<file path="config.mk">
export PLATFORM = sky130hd
export DESIGN_NAME = vga_sync_receiver
export DESIGN_NICKNAME = d
export VERILOG_FILES = /design/src/rtl/vga_sync_receiver.sv
export SDC_FILE = /design/constraint.sdc
export NUM_CORES = 1
export LEC_CHECK = 0
export CORE_ASPECT_RATIO = 1.1
export CORE_MARGIN = 5
export CORE_UTILIZATION = 30
export CTS_CLUSTER_SIZE = 24
export DETAILED_ROUTE_END_ITERATION = 16
export MAX_ROUTING_LAYER = met4
export PLACE_DENSITY_LB_ADDON = 0.3
export SKIP_CTS_REPAIR_TIMING = 1
export SLEW_MARGIN = 20
export SYNTH_ARGS = -nofsm -noshare
export SYNTH_HDL_FRONTEND = slang
export SYNTH_SLANG_ARGS = --single-unit
</file>
<file path="constraint.sdc">
create_clock -name Clk -period 3.7 [get_ports Clk]
set_input_delay 0.555 -clock Clk [delete_from_list [all_inputs] [get_ports Clk]]
set_output_delay 0.555 -clock Clk [all_outputs]
set_load 0.01 [all_outputs]
</file>
<file path="src/rtl/vga_sync_receiver.sv">
// vga_sync_receiver: decodes VGA sync and pixel stream into coordinates, checks timing, tracks lock
// Pipeline: input stage 0 -> h/v counters and checks -> registered pixel outputs.
module vga_sync_receiver #(
    parameter int H_ACTIVE    = 640,
    parameter int H_BACK      = 48,
    parameter int H_SYNC      = 96,
    parameter int H_TOTAL     = 800,
    parameter int V_ACTIVE    = 480,
    parameter int V_BACK      = 33,
    parameter int V_SYNC      = 2,
    parameter int V_TOTAL     = 525,
    parameter bit SYNC_POL    = 1'b1,
    parameter int LOCK_FRAMES = 2
) (
    input  logic        Clk,
    input  logic        Reset,
    input  logic        pix_en,
    input  logic        Hsync,
    input  logic        Vsync,
    input  logic [7:0]  Red,
    input  logic [7:0]  Green,
    input  logic [7:0]  Blue,
    output logic        pix_valid,
    output logic [9:0]  pix_x,
    output logic [9:0]  pix_y,
    output logic [23:0] pix_rgb,
    output logic        frame_start,
    output logic        locked,
    output logic        err,
    output logic [7:0]  err_count
);
    localparam logic [1:0] S_SEARCH = 2'd0;
    localparam logic [1:0] S_TRACK  = 2'd1;
    localparam logic [1:0] S_LOCKED = 2'd2;
    localparam logic [10:0] HT = 11'(H_TOTAL);
    localparam logic [10:0] HS = 11'(H_SYNC);
    localparam logic [10:0] VT = 11'(V_TOTAL);
    localparam logic [10:0] VS = 11'(V_SYNC);
    localparam logic [9:0] H0 = 10'(H_SYNC + H_BACK);
    localparam logic [9:0] H1 = 10'(H_SYNC + H_BACK + H_ACTIVE);
    localparam logic [9:0] V0 = 10'(V_SYNC + V_BACK);
    localparam logic [9:0] V1 = 10'(V_SYNC + V_BACK + V_ACTIVE);
    localparam logic [7:0] LF = 8'(LOCK_FRAMES);

    logic        hs0, hs1, vs0, vs_line;
    logic [23:0] rgb0, rgb1;
    logic [9:0]  h_cnt, v_cnt;
    logic [10:0] h_nx, v_nx;
    logic [1:0]  state;
    logic [7:0]  good_cnt;
    logic        hs_a, hs_pa, vs_a, lead, trail, fs, any_err;

    assign hs_a  = hs0 == SYNC_POL;
    assign hs_pa = hs1 == SYNC_POL;
    assign vs_a  = vs0 == SYNC_POL;
    assign lead  = hs_a && !hs_pa;
    assign trail = !hs_a && hs_pa;
    // vs_line remembers whether Vsync was asserted at the previous line start
    assign fs    = lead && vs_a && !vs_line;
    assign h_nx  = {1'b0, h_cnt} + 11'd1;
    assign v_nx  = {1'b0, v_cnt} + 11'd1;
    assign any_err = state != S_SEARCH && ((lead && h_nx != HT) || (trail && h_nx != HS) ||
                     (fs && v_nx != VT) || (lead && vs_line && !vs_a && v_nx != VS));
    assign locked = state == S_LOCKED;

    always_ff @(posedge Clk) begin
        if (Reset) begin
            hs0         <= !SYNC_POL;
            hs1         <= !SYNC_POL;
            vs0         <= !SYNC_POL;
            vs_line     <= 1'b0;
            rgb0        <= '0;
            rgb1        <= '0;
            h_cnt       <= '0;
            v_cnt       <= '0;
            state       <= S_SEARCH;
            good_cnt    <= '0;
            pix_valid   <= 1'b0;
            pix_x       <= '0;
            pix_y       <= '0;
            pix_rgb     <= '0;
            frame_start <= 1'b0;
            err         <= 1'b0;
            err_count   <= '0;
        end else if (!pix_en) begin
            pix_valid   <= 1'b0;
            frame_start <= 1'b0;
            err         <= 1'b0;
        end else begin
            hs0   <= Hsync;
            hs1   <= hs0;
            vs0   <= Vsync;
            rgb0  <= {Red, Green, Blue};
            rgb1  <= rgb0;
            h_cnt <= lead ? '0 : h_nx[10] ? h_cnt : h_nx[9:0];
            if (lead) begin
                vs_line <= vs_a;
                v_cnt   <= fs ? '0 : v_nx[10] ? v_cnt : v_nx[9:0];
            end
            frame_start <= fs;
            err         <= any_err;
            if (any_err && err_count != 8'hff)
                err_count <= err_count + 8'd1;
            if (any_err) begin
                state    <= S_SEARCH;
                good_cnt <= '0;
            end else if (fs && state == S_SEARCH) begin
                state    <= S_TRACK;
                good_cnt <= '0;
            end else if (fs && state == S_TRACK) begin
                good_cnt <= good_cnt + 8'd1;
                if (good_cnt + 8'd1 == LF)
                    state <= S_LOCKED;
            end
            pix_valid <= state == S_LOCKED && h_cnt >= H0 && h_cnt < H1 && v_cnt >= V0 && v_cnt < V1;
            pix_x     <= h_cnt - H0;
            pix_y     <= v_cnt - V0;
            pix_rgb   <= rgb1;
        end
    end
endmodule

</file>
== Yosys cells after proc, flatten, opt, wreduce, memory -nomap -nowiden ==
Index checks and enable logic that the tools add are counted.

* Output and inout bits: 56
* Input bits: 29
* Logic and storage cells: 85
* Register bits after elaboration: 137

* Reductions and logical operators: 36
* Bitwise gates (word level): 1
* $add $sub $neg: 6
* Equal/unequal tests: 10
* $lt $le $gt $ge: 4
* Muxes and demuxes: 11

{| class="wikitable"
|+ Operators by type and width
! cell !! count
|-
| $mux W10 || 4
|-
| $mux W8 || 3
|-
| $add A10 B1 Y11 const B || 2
|-
| $ne A11 B10 Y1 const B || 2
|-
| $lt A10 B10 Y1 const B || 2
|-
| $logic_and A1 B1 Y1 || 18
|-
| $add A8 B1 Y8 const B || 2
|-
| $ne A11 B2 Y1 const B || 1
|-
| $ne A11 B7 Y1 const B || 1
|-
| $ge A10 B6 Y1 const B || 1
|-
| $ge A10 B8 Y1 const B || 1
|-
| $sub A10 B6 Y10 const B || 1
|-
| $sub A10 B8 Y10 const B || 1
|-
| $eq A8 B2 Y1 const B || 1
|-
| $mux W2 || 4
|-
| $ne A8 B8 Y1 const B || 1
|-
| $reduce_and A2 Y1 || 4
|-
| $reduce_and A3 Y1 || 2
|-
| $reduce_bool A3 Y1 || 2
|-
| $logic_not A1 Y1 || 4
|-
| $ne A2 B1 Y1 const B || 2
|-
| $logic_or A1 B1 Y1 || 3
|-
| $eq A2 B1 Y1 const B || 1
|-
| $eq A2 B2 Y1 const B || 1
|-
| other kinds (4) || 4
|}

== Longest topological paths before layout ==
* Word-level depth: 10
* Mapped depth: 11
* Depth with buffers taken out: 9

== Worst setup path after synthesis ==
OpenSTA, ideal clock, no wires.

* Kind: flip-flop to flip-flop
* Start: register h_cnt[0]
* End: register good_cnt[1]
* Required time: 3621 ps
* Buffers on the path: 2
* Library setup time: 79 ps
* Stages on the path, launching flop included: 12
* Path slack: 975 ps
* Arrival: 2645 ps
* Cell sequence: dfxtp_1 > ha_1 > and4_1 > buf_6 > or3b_1 > a221oi_2 > a211oi_2 > o21a_1 > or2_1 > buf_6 > o21a_4 > a211oi_2

* Cells in the longest elaborated chain, start to end: 9
* Elaborated cells between the ends (all ways): 12
* Those cells by class: 1 x add/sub; 2 x eq/ne; 1 x mux; 8 x reduce/logical

{| class="wikitable"
|+ Ends and longest elaborated chain
! what !! RTL line !! RTL
|-
| from (decl) || 47 || <nowiki>logic [9:0] h_cnt, v_cnt;</nowiki>
|-
| from (signal assigned) || 95 || <nowiki>h_cnt <= lead ? '0 : h_nx[10] ? h_cnt : h_nx[9:0];</nowiki>
|-
| $add A10 B1 Y11 (*) || 60 || <nowiki>assign h_nx = {1'b0, h_cnt} + 11'd1;</nowiki>
|-
| $ne A11 B10 Y1 or $ne A11 B7 Y1 (tied branches) || 62 || <nowiki>assign any_err = state != S_SEARCH && ((lead && h_nx != HT) || (trail && h_nx != HS) ||</nowiki>
|-
| $logic_and A1 B1 Y1 || 62 ||
|-
| $logic_or A1 B1 Y1 (*) (2 in series) || 62 ||
|-
| $logic_or A1 B1 Y1 (*) || 63 || <nowiki>(fs && v_nx != VT) || (lead && vs_line && !vs_a && v_nx != VS));</nowiki>
|-
| $logic_and A1 B1 Y1 (*) || 62 ||
|-
| $reduce_bool A3 Y1 (no line) || - ||
|-
| $reduce_and A2 Y1 (no line) || - ||
|-
| to (signal assigned) || 111 || <nowiki>good_cnt <= good_cnt + 8'd1;</nowiki>
|-
| to (decl) || 50 || <nowiki>logic [7:0] good_cnt;</nowiki>
|}

Every way passes the cells marked *; elsewhere a longest branch is shown, timed or not.
A chain may end at the register's enable or synchronous reset.

== Worst setup path in the final report ==
Ends and elaborated chain as after synthesis.

==> out/results.tsv <==
metric	value	unit
overflow	0	
synth_area	6140	µm²
skew	9.11	ps
reg2reg_to	good_cnt[1]	
final_net_count	782	
clock-root-buffer	clkbuf_16	
synth_top_family_by_area	simple AND/OR/NAND/NOR gates	
drt_iter0_drc	259	
crit_path_end_kind	flop	
finalPower	0.00346	W
p_leak	2.98	nW
cts_tree	done	
worstPathMaxFanout	8	
cp-endpoint	good_cnt[1]	
final_common_cell	nor2_1	
async_flop_share	0	
min_path_cells	2	
yosys.area_share.simple	0.207	
synth_warnings	0	
finalNonFillerCells	1007	
peakVddDrop	0.298	mV
setup_viol	0	
worstMarginPinSlew	887	ps
tns	0	ps
wirelength	14100	µm
ys.flop_type	dfxtp_1	
synth-seq-cells	137	
dp.final_hpwl	9410	µm
cts.clk_slew.worst_paths	60	ps
dr.pass1.iters	4	
max_cap_violations	0	
maxSlewHeadroom	0.407	
slew_viol_final	0	
synth_compound_area_frac	0.106	
insertion_delay	410	ps
synth_adder_area_share	0.0224	
cp-start-kind	flop	
antenna_cells	0	
arrival	3320	ps
most-common-layout-cells	nor2_1 (141), dfxtp_1 (137), mux2i_1 (87), clkdlybuf4s50_1 (82), a21oi_1 (29)	
synth.largest_area_cell	dfxtp_1	
grtUsageTotal	0.126	
antenna_found_initial	0	
io_pins	85	
holdCritPathClass	flop to flop	
crit_start	h_cnt[0]	
synth_mux_area_frac	0.142	
critical_path_required	4040	ps
cellPowerDensity	449	nW/µm²
drc	0	
crit_type	flop to flop	
worst-r2r-cell-count	9	
synth_edf_count	0	
wl_per_cell	14.0	µm
row_count	54	
syn_nets	720	
start_util	0.307	
synth-xor-area-share	0.0357	
cts_buffers	17	
io_buffer_count	84	
synth_area_leaders	dfxtp_1 (45%), mux2i_1 (14%), nor2_1 (8.6%)	
core_area	20000	µm²
n_fill_cell	2081	
clock-sinks	137	
synth_top_cell_area_share	0.447	
ctsHtreeMaxLevel	4	
grt_pass1_wl	23500	µm
yosysSeqAreaShare	0.447	
reg2reg_slack	720	ps
die_area	23400	µm²
max_freq	335	MHz
status	complete, no violations	
synth_cell_types	63	
grt_max_degree	71	
gp_congestion	0.867	
timing.final.crit_share	0.806	
via_per_inst	4.75	
fin_crit	2980	ps
die-width	146	µm
dp_cells	975	
hold_violations	0	
ant_nets	0	
die_y	160	µm
rr_startpoint	h_cnt[0]	
vias	4784	
syn_inst	680	
clock_path_buffers	2	
syn_avg_cell_area	9.02	µm²
post-route-util	0.385	
synthToLayoutAreaGrowth	25.6	%
grt_pass1_vias	4511	
drive_gt1_frac	0.0649	
rsz0062_at_grt	no	
## per-stage QoR
| stage | setup WS (ps) | cell area [µm²] | hold slack (ps) |
|---|---|---|---|
| after floorplan | 975 | 6140 | 453 |
| after global placement | 831 | 7130 | 470 |
| after detailed placement | 756 | 7130 | 478 |
| after CTS | 736 | 7710 | 486 |
| after global routing | 532 | 7710 | 520 |
| final | 717 | 7710 | 480 |
## worst max-delay path, cell delays in order, from the launching register on
cell,delay (ps)
dfxtp_1,460
ha_1,280
nand2b_1,90
or4_4,530
a221oi_2,320
a211oi_2,160
o21a_1,260
or2_1,350
o21a_4,270
a211oi_2,180
## cell type report
cell class | instances | area [µm²] | share of cell area
tap | 252 | 315 | 0.0409
clock buffer | 20 | 437 | 0.0566
inverter | 10 | 37.5 | 0.00487
sequential | 137 | 2740 | 0.356
timing repair buffer | 89 | 890 | 0.115
clock inverter | 12 | 138 | 0.0179
multi-input combinational | 487 | 3150 | 0.409
## cells by family (layout without fill, tap and decap cells)
family / after synthesis / in the layout
simple gates: 265 / 265
fa+ha+maj: 11 / 11
buf+inv: 56 / 131
flops: 137 / 137
xor+xnor: 25 / 25
mux: 87 / 87
compound gates: 99 / 99
## power by group
part	switching, W	internal, W
Clock	0.000665	0.00100
Sequential	0.0000322	0.00152
Combinational	0.000119	0.000121
## routing by layer
metal / global-route usage / up-vias / wire length (µm)
met4: 0.0436 / 0 / 175
met2: 0.177 / 96 / 6070
met1: 0.168 / 2188 / 7020
met3: 0.0417 / 11 / 813
met5: - / - / 0
li1: - / 2489 / -
## synthesized netlist by cell type, types with 2 or more instances
library cell,number
and2_1,4
dfxtp_1,137
nand3_2,2
ha_1,11
or3_1,9
nor2_1,141
o21a_1,3
and4_1,2
nand3b_1,10
o41ai_1,2
o31ai_1,3
nand4b_1,3
and3b_1,2
o21ai_0,26
a311oi_1,2
buf_6,3
nor2b_1,12
a31oi_1,2
a21oi_1,29
xnor2_1,15
a22oi_1,2
nor4_1,2
nand2b_1,4
and3_1,7
clkbuf_1,25
buf_2,5
nand4_1,3
nand2_1,23
nand3_1,21
xor2_1,10
a21boi_0,2
a211oi_1,12
nor3_1,10
inv_1,10
buf_1,11
mux2i_1,87
a211oi_2,2
## registers in the layout (all words and copies together), names as in the netlist
| name | count |
|---|---|
| frame_start | 1 |
| pix_valid | 1 |
| pix_y | 10 |
| rgb0 | 24 |
| good_cnt | 8 |
| pix_rgb | 24 |
| vs_line | 1 |
| pix_x | 10 |
| h_cnt | 10 |
| hs1 | 1 |
| state | 2 |
| hs0 | 1 |
| rgb1 | 24 |
| err | 1 |
| v_cnt | 10 |
| err_count | 8 |
| vs0 | 1 |
## worst min path at each step
stage | startpoint | end | slack, ps
detailed placement | pix_x[5] | pix_x[5] | 480
global placement | vs_line | vs_line | 470
CTS | pix_x[5] | pix_x[5] | 490
floorplan | vs_line | vs_line | 450
finish | pix_x[5] | pix_x[5] | 480
global route | pix_x[5] | pix_x[5] | 520
No activity file was read; power rests on OpenSTA's default activity.
